**src/rtl/mdu_pkg.sv**
```systemverilog
// mdu_pkg: shared definitions for the iterative RV32M multiply/divide unit.
//   - funct3 opcode encodings (MDU_MUL .. MDU_REMU)
//   - FSM state encoding (MDU_IDLE, MDU_CALC, MDU_FIN)
//   - mdu_cnt_w(): width of the iteration counter for a given XLEN
package mdu_pkg;

  localparam logic [2:0] MDU_MUL    = 3'd0;
  localparam logic [2:0] MDU_MULH   = 3'd1;
  localparam logic [2:0] MDU_MULHSU = 3'd2;
  localparam logic [2:0] MDU_MULHU  = 3'd3;
  localparam logic [2:0] MDU_DIV    = 3'd4;
  localparam logic [2:0] MDU_DIVU   = 3'd5;
  localparam logic [2:0] MDU_REM    = 3'd6;
  localparam logic [2:0] MDU_REMU   = 3'd7;

  typedef enum logic [1:0] {
    MDU_IDLE = 2'd0,
    MDU_CALC = 2'd1,
    MDU_FIN  = 2'd2
  } mdu_state_e;

  // Counter must hold XLEN itself (loaded on accept, counted down to 0).
  function automatic int mdu_cnt_w(input int xlen);
    return $clog2(xlen + 1);
  endfunction

endpackage

```
**src/rtl/mdu_divider.sv**
```systemverilog
// mdu_divider: restoring-divide iteration datapath on unsigned magnitudes.
//   clk, rst_n       : clock, async active-low reset
//   load             : latch dividend into quotient reg, clear remainder
//   step             : one restoring iteration (shift, trial subtract, set q bit)
//   dividend/divisor : unsigned operand magnitudes (divisor must be non-zero)
//   quotient/remainder : results, valid after XLEN steps
module mdu_divider #(
  parameter int XLEN = 32
) (
  input  logic            clk,
  input  logic            rst_n,
  input  logic            load,
  input  logic            step,
  input  logic [XLEN-1:0] dividend,
  input  logic [XLEN-1:0] divisor,
  output logic [XLEN-1:0] quotient,
  output logic [XLEN-1:0] remainder
);

  // The quotient register doubles as the dividend shift register: its MSB
  // feeds the remainder each step while the new quotient bit enters at LSB.
  logic [XLEN:0] shifted;
  logic [XLEN:0] diff;

  assign shifted = {remainder, quotient[XLEN-1]};
  assign diff    = shifted - {1'b0, divisor};

  // remainder < divisor is invariant, so diff MSB is exactly the borrow.
  always_ff @(posedge clk or negedge rst_n) begin
    if (!rst_n) begin
      quotient  <= '0;
      remainder <= '0;
    end else if (load) begin
      quotient  <= dividend;
      remainder <= '0;
    end else if (step) begin
      if (!diff[XLEN]) begin
        remainder <= diff[XLEN-1:0];
        quotient  <= {quotient[XLEN-2:0], 1'b1};
      end else begin
        remainder <= shifted[XLEN-1:0];
        quotient  <= {quotient[XLEN-2:0], 1'b0};
      end
    end
  end

endmodule

```
**src/rtl/mdu_unit.sv**
```systemverilog
// mdu_unit: iterative RV32M multiply/divide unit on the shared result bus.
//   clk_in, rst_n_in : clock, async active-low reset
//   rdy_in           : global enable, low freezes every register
//   clear_signal     : mispredict flush, aborts in-flight op
//   cal_signal       : RS presents opcode/lhs/rhs/tag this cycle
//   ready_out        : idle, can accept
//   done_result/value_result/tag_result : one-cycle result broadcast
// Build option: MDU_FAST_MUL_EN -- multiplies resolve combinationally at
// accept (like the special cases); otherwise shift-add over XLEN steps.
module mdu_unit
  import mdu_pkg::*;
#(
  parameter int ROB_WIDTH = 4,
  parameter int XLEN      = 32
) (
  input  logic                 clk_in,
  input  logic                 rst_n_in,
  input  logic                 rdy_in,
  input  logic                 clear_signal,
  input  logic                 cal_signal,
  input  logic [2:0]           opcode,
  input  logic [XLEN-1:0]      lhs,
  input  logic [XLEN-1:0]      rhs,
  input  logic [ROB_WIDTH-1:0] tag,
  output logic                 ready_out,
  output logic                 done_result,
  output logic [XLEN-1:0]      value_result,
  output logic [ROB_WIDTH-1:0] tag_result
);

  localparam int CW = mdu_cnt_w(XLEN);
  localparam logic [XLEN-1:0] INT_MIN = {1'b1, {(XLEN-1){1'b0}}};

  mdu_state_e           state_q, state_d;
  logic [CW-1:0]        cnt_q, cnt_d;
  logic [2:0]           op_q;
  logic [ROB_WIDTH-1:0] tag_q;
  logic                 neg_q;
  logic [2*XLEN-1:0]    acc_q;
  logic [XLEN-1:0]      mcand_q;

  logic                 done_d;
  logic [XLEN-1:0]      value_d;
  logic [ROB_WIDTH-1:0] tagr_d;
  logic                 load_c, step_c;

  // ---------------- operand decode ----------------
  logic            is_div, signed_a, signed_b, a_neg, b_neg, neg_in;
  logic [XLEN-1:0] a_mag, b_mag;
  logic            spec_hit;
  logic [XLEN-1:0] spec_val;

  assign is_div   = opcode[2];
  assign signed_a = !(opcode == MDU_MULHU || opcode == MDU_DIVU || opcode == MDU_REMU);
  assign signed_b = signed_a && (opcode != MDU_MULHSU);
  assign a_neg    = signed_a & lhs[XLEN-1];
  assign b_neg    = signed_b & rhs[XLEN-1];
  assign a_mag    = a_neg ? -lhs : lhs;
  assign b_mag    = b_neg ? -rhs : rhs;
  // Remainder follows the dividend; product/quotient follow the sign xor.
  assign neg_in   = (is_div & opcode[1]) ? a_neg : (a_neg ^ b_neg);

`ifdef MDU_FAST_MUL_EN
  logic [2*XLEN-1:0] fprod, fprod_c;
  assign fprod   = {{XLEN{1'b0}}, a_mag} * {{XLEN{1'b0}}, b_mag};
  assign fprod_c = neg_in ? -fprod : fprod;
`endif

  // Ops resolved at accept without iterating. opcode[1] picks REM* vs DIV*.
  always_comb begin
    spec_hit = 1'b0;
    spec_val = '0;
    if (is_div && rhs == '0) begin
      spec_hit = 1'b1;
      spec_val = opcode[1] ? lhs : '1;
    end else if (!opcode[0] && is_div && lhs == INT_MIN && rhs == '1) begin
      spec_hit = 1'b1;
      spec_val = opcode[1] ? '0 : lhs;
    end
`ifdef MDU_FAST_MUL_EN
    else if (!is_div) begin
      spec_hit = 1'b1;
      spec_val = (opcode == MDU_MUL) ? fprod_c[XLEN-1:0] : fprod_c[2*XLEN-1:XLEN];
    end
`endif
  end

  // ---------------- datapaths ----------------
  logic [XLEN:0]     mul_sum;
  logic [2*XLEN-1:0] prod;
  logic [XLEN-1:0]   quo, rem;

  assign mul_sum = {1'b0, acc_q[2*XLEN-1:XLEN]} + {1'b0, (acc_q[0] ? mcand_q : '0)};
  assign prod    = neg_q ? -acc_q : acc_q;

  mdu_divider #(.XLEN(XLEN)) u_div (
    .clk       (clk_in),
    .rst_n     (rst_n_in),
    .load      (rdy_in & load_c),
    .step      (rdy_in & step_c),
    .dividend  (a_mag),
    .divisor   (b_mag),
    .quotient  (quo),
    .remainder (rem)
  );

  assign ready_out = (state_q == MDU_IDLE);

  // ---------------- FSM next-state / outputs ----------------
  always_comb begin
    state_d = state_q;
    cnt_d   = cnt_q;
    done_d  = 1'b0;
    value_d = value_result;
    tagr_d  = tag_result;
    load_c  = 1'b0;
    step_c  = 1'b0;
    if (clear_signal) begin
      state_d = MDU_IDLE;
    end else begin
      case (state_q)
        MDU_IDLE: begin
          if (cal_signal) begin
            if (spec_hit) begin
              done_d  = 1'b1;
              value_d = spec_val;
              tagr_d  = tag;
            end else begin
              load_c  = 1'b1;
              cnt_d   = CW'(XLEN);
              state_d = MDU_CALC;
            end
          end
        end
        MDU_CALC: begin
          step_c = 1'b1;
          cnt_d  = cnt_q - CW'(1);
          if (cnt_q == CW'(1)) state_d = MDU_FIN;
        end
        MDU_FIN: begin
          done_d  = 1'b1;
          tagr_d  = tag_q;
          state_d = MDU_IDLE;
          case (op_q)
            MDU_MUL:                       value_d = prod[XLEN-1:0];
            MDU_MULH, MDU_MULHSU, MDU_MULHU: value_d = prod[2*XLEN-1:XLEN];
            MDU_DIV, MDU_DIVU:             value_d = neg_q ? -quo : quo;
            default:                       value_d = neg_q ? -rem : rem;
          endcase
        end
        default: state_d = MDU_IDLE;
      endcase
    end
  end

  // ---------------- state register ----------------
  always_ff @(posedge clk_in or negedge rst_n_in) begin
    if (!rst_n_in) begin
      state_q      <= MDU_IDLE;
      cnt_q        <= '0;
      op_q         <= '0;
      tag_q        <= '0;
      neg_q        <= 1'b0;
      acc_q        <= '0;
      mcand_q      <= '0;
      done_result  <= 1'b0;
      value_result <= '0;
      tag_result   <= '0;
    end else if (rdy_in) begin
      state_q      <= state_d;
      cnt_q        <= cnt_d;
      done_result  <= done_d;
      value_result <= value_d;
      tag_result   <= tagr_d;
      if (load_c) begin
        op_q    <= opcode;
        tag_q   <= tag;
        neg_q   <= neg_in;
        mcand_q <= a_mag;
        acc_q   <= {{XLEN{1'b0}}, b_mag};
      end else if (step_c) begin
        acc_q   <= {mul_sum, acc_q[XLEN-1:1]};
      end
    end
  end

endmodule

```
**config.mk**
```make
export PLATFORM = sky130hd
export DESIGN_NAME = mdu_unit
export DESIGN_NICKNAME = d
export VERILOG_FILES = /design/src/rtl/mdu_pkg.sv /design/src/rtl/mdu_divider.sv /design/src/rtl/mdu_unit.sv
export SDC_FILE = /design/constraint.sdc
export NUM_CORES = 1
export LEC_CHECK = 0
export BUFFER_PORTS_ARGS = -buffer_cell sky130_fd_sc_hd__buf_2
export CORE_MARGIN = 5
export CORE_UTILIZATION = 40
export CTS_CLUSTER_SIZE = 20
export DETAILED_ROUTE_END_ITERATION = 7
export GPL_ROUTABILITY_DRIVEN = 0
export GPL_TIMING_DRIVEN = 0
export PLACE_DENSITY = 0.65
export SETUP_SLACK_MARGIN = 0.05
export SYNTH_ARGS = -nofsm -noshare
export SYNTH_HDL_FRONTEND = slang
export SYNTH_SLANG_ARGS = --single-unit
```
**constraint.sdc**
```tcl
create_clock -name clk_in -period 4.16 [get_ports clk_in]
set_clock_uncertainty 0.1 [all_clocks]
set_input_delay 0.416 -clock clk_in [delete_from_list [all_inputs] [get_ports clk_in]]
set_output_delay 0.416 -clock clk_in [all_outputs]
set_load 0.1 [all_outputs]
```
==> results.json <==
{
  "status": "finished with violations",
  "violations": "setup timing",
  "relSlewSlack": 0.0693,
  "die_y_um": 218,
  "synth-edff-count": 0,
  "ant_nets": 0,
  "cts_buffers": 26,
  "cpPeakStageDelay_ns": 0.43,
  "ys_seq_area_frac": 0.309,
  "leakagePower_nw": 9.20,
  "rsz0062_at_grt": "yes",
  "hpwl_um": 53100,
  "mostFrequentLayoutCell": "nand2_1",
  "cp-startpoint": "opcode[0]",
  "wire_per_inst_um": 24.3,
  "die_x_um": 218,
  "port_buffers": 108,
  "slew_violations": 0,
  "maxCapViolCount": 0,
  "crit_slowest_cell": "a2111oi_4",
  "synth_cell_type_count": 86,
  "fp-row-count": 76,
  "arrival_ns": 5.30,
  "avgSynthCellArea_um2": 8.16,
  "drc": 0,
  "cts_sinks": 213,
  "peakVddDrop_mv": 0.387,
  "crit_path_start_kind": "primary input",
  "vias": 18800,
  "gr-total-overflow": 0,
  "synth_area_um2": 17300,
  "cts_buffer_depth": 3,
  "hold_path.startpoint": "opcode[1]",
  "ctsRootBufferMaster": "clkbuf_16",
  "antenna_found_initial": 1,
  "synth-seq-cells": 213,
  "crit_type": "in -> reg",
  "power_mw": 14.1,
  "hold_violations": 0,
  "syn-instance-count": 2118,
  "grt_pass1_wl_um": 107000,
  "routed_wl_um": 72100,
  "final_nets": 2494,
  "avgViaCountPerCell": 6.33,
  "syn_nets": 2252,
  "post-place-cells": 2813,
  "power.density_nw_per_um2": 645,
  "fin_crit_sh": 1.19,
  "ys_warn_count": 0,
  "synth_top_flop_cell": "dfrtp_1",
  "ios": 114,
  "fillers": 3904,
  "drt-initial-drc-count": 2811,
  "setup_violations": 43,
  "fin_crit_ns": 4.95,
  "n_antenna_cell": 0,
  "cts_tree": "built",
  "stdcell_count": 2964,
  "initial_core_util": 0.403,
  "hold_path.class": "in -> reg",
  "cp_max_fo": 10,
  "core_area_um2": 42900,
  "required_ns": 4.51,
  "cts-htree-levels": 1,
  "die-area_um2": 47400,
  "grt_max_degree": 98,
  "grt_pass1_vias": 17700,
  "setup_ws_ns": -0.791,
  "max_slew.worst_pin.slew_ns": 1.38,
  "final_util": 0.510,
  "path_clk_slew_ns": 0.06,
  "reg2reg_setup_slack_ns": -0.73,
  "clk_latency_ns": 0.57,
  "final_cell_mix": "nand2_1 (255), dfrtp_1 (209), o21ai_0 (184)",
  "timing.rr.start": "u_div.quotient[31]$_DFFE_PN0P_",
  "ys_async_sr_fraction": 1.00,
  "area_growth_pct": 26.5,
  "first_pass_iters": 6,
  "worst_setup_path_end_kind": "register",
  "fmax_mhz": 202,
  "drive_gt1_frac": 0.219,
  "grt_use_total": 0.288
}
## synthesized netlist by cell type, drive strengths merged (7+ instances only)
library cell,number,share of area
nor4,22,0.0080
o31ai,86,0.037
or4,31,0.014
a221oi,12,0.0072
o221ai,9,0.0046
maj3,20,0.012
a21oi,127,0.037
or2,8,0.0029
o21ai,230,0.067
nor2,139,0.030
mux2i,14,0.0088
o41ai,27,0.014
nor3b,8,0.0035
nand2,264,0.058
clkbuf,109,0.024
or3,28,0.010
nor2b,16,0.0058
nand2b,24,0.0087
and3,10,0.0036
o211ai,8,0.0041
a221o,35,0.020
o21bai,9,0.0039
xor2,115,0.059
ha,56,0.041
inv,55,0.012
a211oi,20,0.0087
buf,25,0.0073
nor3,25,0.0072
xnor2,141,0.071
o22ai,18,0.0065
dfrtp,213,0.31
nand3,35,0.010
nand4,13,0.0047
a21o,54,0.023
a2111oi,7,0.0046
and2,39,0.014
## critical path, delay by kind of cell
kind            cells  cell delay [ns]
compound gates     12             2.55
fa+ha+maj           1             0.38
buf+inv             6             0.93
mux                 1             0.29
simple gates        6             0.70
## cell families (layout without fill, tap and decap cells)
| group | count (synthesis) | count (layout) | share of synthesized area |
|---|---|---|---|
| AOI/OAI and AO/OA | 688 | 688 | 0.263 |
| and+or+nand+nor | 676 | 676 | 0.189 |
| xor gates and xnor gates | 257 | 257 | 0.132 |
| DFF | 213 | 213 | 0.309 |
| buffers and inverters | 189 | 450 | 0.0429 |
| adders and majority gates | 78 | 78 | 0.0547 |
| muxes | 17 | 17 | 0.0108 |
## report_power, final
part | switching (mW) | total [mW] | internal [mW]
sequential | 0.984 | 3.69 | 2.70
combinational | 4.67 | 8.01 | 3.34
clock | 0.961 | 2.41 | 1.45
total | 6.62 | 14.1 | 7.49
## per-layer routing
metal,part of all wire,track usage,up-vias
li1,-,-,8168
met1,0.40,0.400,9060
met2,0.42,0.427,1244
met3,0.12,0.0680,288
met4,0.059,0.134,2
met5,0.000097,0,-
## flip-flops by register name, summed over array words and instances, names as in the netlist
signal / cells
op_q: 3
state_q: 2
mcand_q: 32
acc_q: 64
u_div.remainder: 32
done_result: 1
u_div.quotient: 32
tag_q: 4
value_result: 32
tag_result: 4
neg_q: 1
cnt_q: 6
## path summary, 6_finish.rpt
check / endpoint / depth (start not counted)
setup / recovery: u_div.quotient[0]$_DFFE_PN0P_ / 26
hold / removal: op_q[1]$_DFFE_PN0P_ / 3
setup reg to reg: u_div.quotient[0]$_DFFE_PN0P_ / 21
hold reg to reg: tag_result[1]$_DFFE_PN0P_ / 2
max in group asynchronous: tag_result[1]$_DFFE_PN0P_ / 3
min in group asynchronous: mcand_q[27]$_DFFE_PN0P_ / 2
## area by class of cell
type | instances | area (µm²) | area share
buffer | 130 | 672 | 0.0307
tap | 585 | 732 | 0.0335
clock buffer | 42 | 812 | 0.0372
inverter | 55 | 213 | 0.00973
timing repair buffer | 218 | 1590 | 0.0729
clock inverter | 5 | 75.1 | 0.00344
multi-input combinational | 1716 | 12400 | 0.568
sequential | 213 | 5340 | 0.244
## per-stage QoR
stage                     instance area, µm²  TNS (ns)  hold WS [ns]  setup slack (ns)
after floorplan                        17400    -30.73        0.0204            -0.984
after global placement                 18600   -526.22         0.354             -2.32
after detailed placement               18700   -273.02         0.229             -2.42
after CTS                              21200    -18.56       0.00789            -0.611
after global routing                   21900    -31.92        0.0300            -0.960
final                                  21900    -24.89        0.0330            -0.791
## what timing repair did
item,4_1_cts,5_1_grt
cloned,2,0
resized for setup,228,123
endpoints found under the hold margin,40,0
hold buffers,5,0
pin swaps,82,71
setup endpoints to repair,185,177
setup buffers,73,29
Power figures use the tool's default switching activity.
